$ cat src/rtl/sequence_generator_if.sv
// Bus between a pattern source and the serial sequence generator:
// load request and pattern fields in one direction, serial bit stream
// and status flags in the other.
interface sequence_generator_if #(
  parameter int PAT_W = 8,
  parameter int CNT_W = 4
) ();
  localparam int LEN_W = $clog2(PAT_W + 1);

  logic             start;
  logic [PAT_W-1:0] pattern;
  logic [LEN_W-1:0] pat_len;
  logic [CNT_W-1:0] rep_count;

  logic             data_out;
  logic             data_valid;
  logic             frame_start;
  logic             busy;
  logic             done;

  modport master (
    output start, pattern, pat_len, rep_count,
    input  data_out, data_valid, frame_start, busy, done
  );

  modport slave (
    input  start, pattern, pat_len, rep_count,
    output data_out, data_valid, frame_start, busy, done
  );
endinterface

$ cat src/rtl/sequence_generator.sv
// Serial pattern transmitter feeding the sequence detector's data_in.
// Loads a pattern, its length and a repeat count on start, then shifts the
// pattern out MSB-first, one bit per clock, with GAP idle cycles between
// repetitions.
//
// state    | meaning
// ---------+------------------------------------------------------------
// IDLE     | waiting for start with a non-zero length
// SEND     | driving pattern[idx] on data_out, one bit per cycle
// GAP_WAIT | idle gap between repetitions; busy stays high
//
// Every output is registered: the comb block computes the next state and
// the output values that belong to that next state, so the first bit is
// on the pins in the cycle right after start is sampled.
module sequence_generator #(
  parameter int PAT_W = 8,
  parameter int CNT_W = 4,
  parameter int GAP   = 0
) (
  input  logic                 clk,
  input  logic                 rst,
  sequence_generator_if.slave  bus
);
  localparam int LEN_W = $clog2(PAT_W + 1);
  localparam int GAP_W = (GAP > 0) ? $clog2(GAP + 1) : 1;

  typedef enum logic [1:0] {
    IDLE     = 2'd0,
    SEND     = 2'd1,
    GAP_WAIT = 2'd2
  } state_t;

  state_t           state_q, state_n;
  logic [PAT_W-1:0] pat_q, pat_n;
  logic [LEN_W-1:0] len_q, len_n;
  logic [LEN_W-1:0] idx_q, idx_n;
  logic [CNT_W-1:0] rep_q, rep_n;
  logic [GAP_W-1:0] gap_q, gap_n;

  logic             data_out_n;
  logic             data_valid_n;
  logic             frame_start_n;
  logic             busy_n;
  logic             done_n;

  logic [LEN_W-1:0] len_clamped;
  logic [CNT_W-1:0] rep_clamped;
  logic [PAT_W-1:0] pat_shifted;

  // Input clamping: over-long lengths saturate at PAT_W, zero repeats mean one.
  always_comb begin
    len_clamped = (bus.pat_len > LEN_W'(PAT_W)) ? LEN_W'(PAT_W) : bus.pat_len;
    rep_clamped = (bus.rep_count == '0) ? CNT_W'(1) : bus.rep_count;
  end

  // Next-state, counter and next-output logic.
  always_comb begin
    state_n  = state_q;
    pat_n    = pat_q;
    len_n    = len_q;
    idx_n    = idx_q;
    rep_n    = rep_q;
    gap_n    = gap_q;
    done_n   = 1'b0;

    unique case (state_q)
      IDLE: begin
        if (bus.start && (bus.pat_len != '0)) begin
          pat_n   = bus.pattern;
          len_n   = len_clamped;
          idx_n   = len_clamped - LEN_W'(1);
          rep_n   = rep_clamped;
          state_n = SEND;
        end
      end

      SEND: begin
        if (idx_q == '0) begin
          if (rep_q == CNT_W'(1)) begin
            // Last bit of the last repetition: done shows next cycle.
            rep_n   = '0;
            idx_n   = '0;
            state_n = IDLE;
            done_n  = 1'b1;
          end else begin
            rep_n = rep_q - CNT_W'(1);
            idx_n = len_q - LEN_W'(1);
            if (GAP != 0) begin
              gap_n   = GAP_W'(GAP);
              state_n = GAP_WAIT;
            end
          end
        end else begin
          idx_n = idx_q - LEN_W'(1);
        end
      end

      GAP_WAIT: begin
        if (gap_q == GAP_W'(1)) begin
          gap_n   = '0;
          state_n = SEND;
        end else begin
          gap_n = gap_q - GAP_W'(1);
        end
      end

      default: begin
        state_n = IDLE;
      end
    endcase

    // Outputs describe the cycle following this edge.
    pat_shifted   = pat_n >> idx_n;
    data_valid_n  = (state_n == SEND);
    data_out_n    = data_valid_n & pat_shifted[0];
    frame_start_n = data_valid_n && (idx_n == (len_n - LEN_W'(1)));
    busy_n        = (state_n != IDLE);
  end

  // State, counters and registered outputs; reset aborts any transfer silently.
  always_ff @(posedge clk) begin
    if (rst) begin
      state_q         <= IDLE;
      pat_q           <= '0;
      len_q           <= '0;
      idx_q           <= '0;
      rep_q           <= '0;
      gap_q           <= '0;
      bus.data_out    <= 1'b0;
      bus.data_valid  <= 1'b0;
      bus.frame_start <= 1'b0;
      bus.busy        <= 1'b0;
      bus.done        <= 1'b0;
    end else begin
      state_q         <= state_n;
      pat_q           <= pat_n;
      len_q           <= len_n;
      idx_q           <= idx_n;
      rep_q           <= rep_n;
      gap_q           <= gap_n;
      bus.data_out    <= data_out_n;
      bus.data_valid  <= data_valid_n;
      bus.frame_start <= frame_start_n;
      bus.busy        <= busy_n;
      bus.done        <= done_n;
    end
  end
endmodule

$ cat src/flat_wrapper.sv
// flat-port wrapper written by rule: the top's interface ports become plain ports
module sequence_generator_flat 
#(
  parameter int PAT_W = 8,
  parameter int CNT_W = 4,
  parameter int GAP   = 0
)
  (clk, rst, bus_start, bus_pattern, bus_pat_len, bus_rep_count, bus_data_out, bus_data_valid, bus_frame_start, bus_busy, bus_done);
  sequence_generator_if #(.PAT_W(PAT_W), .CNT_W(CNT_W)) bus_i ();
  input  logic clk;
  input  logic rst;
  input wire logic [$bits(bus_i.start)-1:0] bus_start;
  input wire logic [$bits(bus_i.pattern)-1:0] bus_pattern;
  input wire logic [$bits(bus_i.pat_len)-1:0] bus_pat_len;
  input wire logic [$bits(bus_i.rep_count)-1:0] bus_rep_count;
  output wire logic [$bits(bus_i.data_out)-1:0] bus_data_out;
  output wire logic [$bits(bus_i.data_valid)-1:0] bus_data_valid;
  output wire logic [$bits(bus_i.frame_start)-1:0] bus_frame_start;
  output wire logic [$bits(bus_i.busy)-1:0] bus_busy;
  output wire logic [$bits(bus_i.done)-1:0] bus_done;
  assign bus_i.start = bus_start;
  assign bus_i.pattern = bus_pattern;
  assign bus_i.pat_len = bus_pat_len;
  assign bus_i.rep_count = bus_rep_count;
  assign bus_data_out = bus_i.data_out;
  assign bus_data_valid = bus_i.data_valid;
  assign bus_frame_start = bus_i.frame_start;
  assign bus_busy = bus_i.busy;
  assign bus_done = bus_i.done;
  sequence_generator #(.PAT_W(PAT_W), .CNT_W(CNT_W), .GAP(GAP)) u_core (.clk(clk), .rst(rst), .bus(bus_i));
endmodule
$ cat config.mk
export PLATFORM = sky130hd
export DESIGN_NAME = sequence_generator_flat
export DESIGN_NICKNAME = d
export VERILOG_FILES = /design/src/rtl/sequence_generator_if.sv /design/src/rtl/sequence_generator.sv /design/src/flat_wrapper.sv
export SDC_FILE = /design/constraint.sdc
export NUM_CORES = 1
export LEC_CHECK = 0
export BUFFER_PORTS_ARGS = -buffer_cell sky130_fd_sc_hd__buf_2
export CAP_MARGIN = 20
export CORE_ASPECT_RATIO = 0.8
export CORE_UTILIZATION = 60
export CTS_CLUSTER_DIAMETER = 150
export CTS_CLUSTER_SIZE = 16
export DETAILED_ROUTE_END_ITERATION = 10
export PLACE_DENSITY = 0.8
export SYNTH_ARGS = -nofsm -noshare
export SYNTH_HDL_FRONTEND = slang
export SYNTH_SLANG_ARGS = --single-unit
$ cat constraint.sdc
create_clock -name clk -period 5.8 [get_ports clk]
set_clock_uncertainty 0.2 [all_clocks]
set_input_delay 0.58 -clock clk [delete_from_list [all_inputs] [get_ports clk]]
set_output_delay 0.58 -clock clk [all_outputs]
set_load 0.005 [all_outputs]
==> reports/metrics.csv <==
metric,value,unit
grt_antenna_before_repair,0,
cpPeakStageDelay,0.65,ns
dp_cells,245,
synth_edf_count,0,
fmaxAchievable,334,MHz
start_kind,flip-flop,
finalWorstSetupSlack,2.81,ns
numCtsBuffers,3,
multi_input_area,0.00102,mm2
maxSlewHeadroom,0.423,
ys_seq_area_frac,0.339,
instances_no_fill,249,
crit_buf_inv,1,
drt.antenna.violating_nets,0,
clk_pin_slew,0.15,ns
grt_pass1_vias,1469,
yosysUniqueCellTypes,54,
crit_arrival,3.04,ns
htree_levels,1,
hp-class,flip-flop to flip-flop,
synth_common_cells,"dfxtp_1, nand2_1, nor2_1",
grtUsageTotal,0.292,
grt-ovfl-total,0,
cts_resized,0,
synth-main-ff-cell,dfxtp_1,
first_pass_iters,4,
hold_path_end,u_core.pat_q[4],
syn_to_final_growth,9.85,%
coreArea,0.00252,mm2
dp_slack,2.61,ns
routedWlPerCell,15.5,um
fp.dieW,60.7,um
hold_viol,0,
finalSetupTns,0,ns
yosysTopAreaCellShare,0.339,
viasPerCell,6.27,
clkSinkCount,28,
die_h,48.9,um
synth_cells,193,
hold_start,u_core.pat_q[4],
drc,0,
startpoint,u_core.idx_q[0],
grt_use_met3,0.106,
synth-seq-cells,28,
grt_setup_unrepaired,false,
grt_use_met2,0.456,
cts_root_buf,clkbuf_4,
postSynth.asyncResetShare,0,
hpwlAfterDp,2.90,mm
drt_iter0_drc,131,
rr_endpoint,u_core.bus.data_out,
cp_max_fo,7,
synth_area,0.00165,mm2
r2r_cells,8,
p_leak,0.734,nW
yosys-top-cells-area,"dfxtp_1, a21oi_1, ha_1, nand2_1, nor2_1",
num_rows,16,
min_period,2.99,ns
cp_cell_sequence,"inv_1, ha_1, nor3b_1, o21ai_0, o221ai_1, a21oi_1, o2111a_1, a31o_1",
cp_top_family,compound AO/OA/AOI/OAI gates,
cts_tree,built,
setup_viol,0,
synth_nets,218,
cts_buffer_depth,2,
synth_warnings,0,
power.density,260,mW/mm2
register_area,561,um2
fp.dieArea,0.00297,mm2
post_cts.repair.setup_buffers,0,
critPathSlowestCell,o221ai_1,
required,5.85,ns
endpoint_kind,flip-flop,
tightestPinTransition,0.864,ns
gp_congestion,0.943,
path_depth,8,
nNetsFinal,239,
ir_worst_vdd,142,uV
yosysMostFrequentCell,dfxtp_1,
routed_wl,3.86,mm
final_layout_size_suffix_gt1_frac,0.188,
diodes,0,
io_pins,24,
fillCellCount,210,
status,"finished, final reports clean",
period_share,0.516,
gr-max-usage-layer,met2,
maxCapViolCount,0,
holdWs,0.267,ns
postSynthAreaPerCell,8.56,um2
whs_path_depth,2,
drv_slew,0,
initial_core_util,0.655,
numPortBuffers,23,
r2r_start,u_core.idx_q[0],
insertion_delay,0.33,ns
grt_pass1_wl,6.59,mm
via_count,1561,
reg2reg_slack,2.81,ns
synth_top_area_cell,dfxtp_1,
use_met1,0.392,
cts_hold_buf,0,
path_class,flip-flop to flip-flop,
grt_start_max_net_pins,26,
## metrics by stage
stage	utilization	instance area (um2)	total power [mW]
5_1_grt	0.719	1810	0.498
4_1_cts	0.719	1810	0.470
2_1_floorplan	-	1650	0.336
3_3_place_gp	0.705	1780	0.368
3_5_place_dp	0.705	1780	0.374
6_report	0.719	1810	0.471
## worst max path at each step
stage	endpoint
6_report	u_core.bus.data_out
5_1_grt	u_core.bus.data_out
4_1_cts	u_core.bus.data_out
3_5_place_dp	u_core.bus.frame_start
3_3_place_gp	u_core.bus.frame_start
2_1_floorplan	u_core.bus.frame_start
## worst register-to-register path, stage by stage (launching register included)
cell	delay (ns)
dfxtp_1	0.41
inv_1	0.13
ha_1	0.24
nor3b_1	0.50
o21ai_0	0.17
o221ai_1	0.65
a21oi_1	0.14
o2111a_1	0.31
a31o_1	0.19
## flip-flops by register name, summed over array words and instances, names as in the netlist, 2 cells and up
signal,flops
u_core.pat_q,8
u_core.idx_q,4
u_core.len_q,4
u_core.rep_q,4
u_core.state_q,2
## per-layer routing
metal,share of wire,wire (um)
met5,0,0
met4,0.0049,19
met3,0.076,294
met2,0.45,1740
met1,0.47,1800
## cell type report
| type | count | area share |
|---|---|---|
| multi-input cells | 149 | 0.564 |
| well taps | 36 | 0.0248 |
| flip-flops and latches | 28 | 0.309 |
| clock buffers | 4 | 0.0200 |
| repair buffers | 23 | 0.0634 |
| inverters | 9 | 0.0186 |
## placed cells by master (no fill, tap or decap), types with 2 or more instances in the layout
| cell | instances |
|---|---|
| clkbuf_4 | 3 |
| nor2_1 | 17 |
| a22oi_1 | 3 |
| nand3_1 | 5 |
| nor3b_1 | 2 |
| dfxtp_1 | 28 |
| a31oi_1 | 2 |
| a211oi_1 | 2 |
| xnor2_1 | 7 |
| a2bb2oi_1 | 2 |
| or3b_2 | 2 |
| o21ai_0 | 11 |
| o21ai_1 | 2 |
| nor3_1 | 6 |
| nand2b_1 | 5 |
| a32o_1 | 2 |
| buf_2 | 23 |
| mux2i_1 | 3 |
| or2_2 | 2 |
| nand2_1 | 18 |
| o221ai_1 | 3 |
| inv_1 | 9 |
| ha_1 | 6 |
| nor2b_1 | 4 |
| a21oi_1 | 15 |
| xor2_1 | 2 |
## power by group
| part | internal (mW) | leakage [nW] | switching (mW) |
|---|---|---|---|
| combinational | 0.0655 | 0.483 | 0.0863 |
| clock | 0.0385 | 0.0210 | 0.0591 |
| sequential | 0.208 | 0.230 | 0.0136 |
| total | 0.312 | 0.734 | 0.159 |
## cells by family after synthesis
logic type / Yosys count / share of synthesized area
and+or+nand+nor: 74 / 0.255
AOI/OAI and AO/OA: 55 / 0.237
DFF: 28 / 0.339
buffers and inverters: 16 / 0.0409
xor gates and xnor gates: 9 / 0.0477
adders and majority gates: 6 / 0.0455
muxes: 5 / 0.0341
No activity file was read; power rests on OpenSTA's default activity.
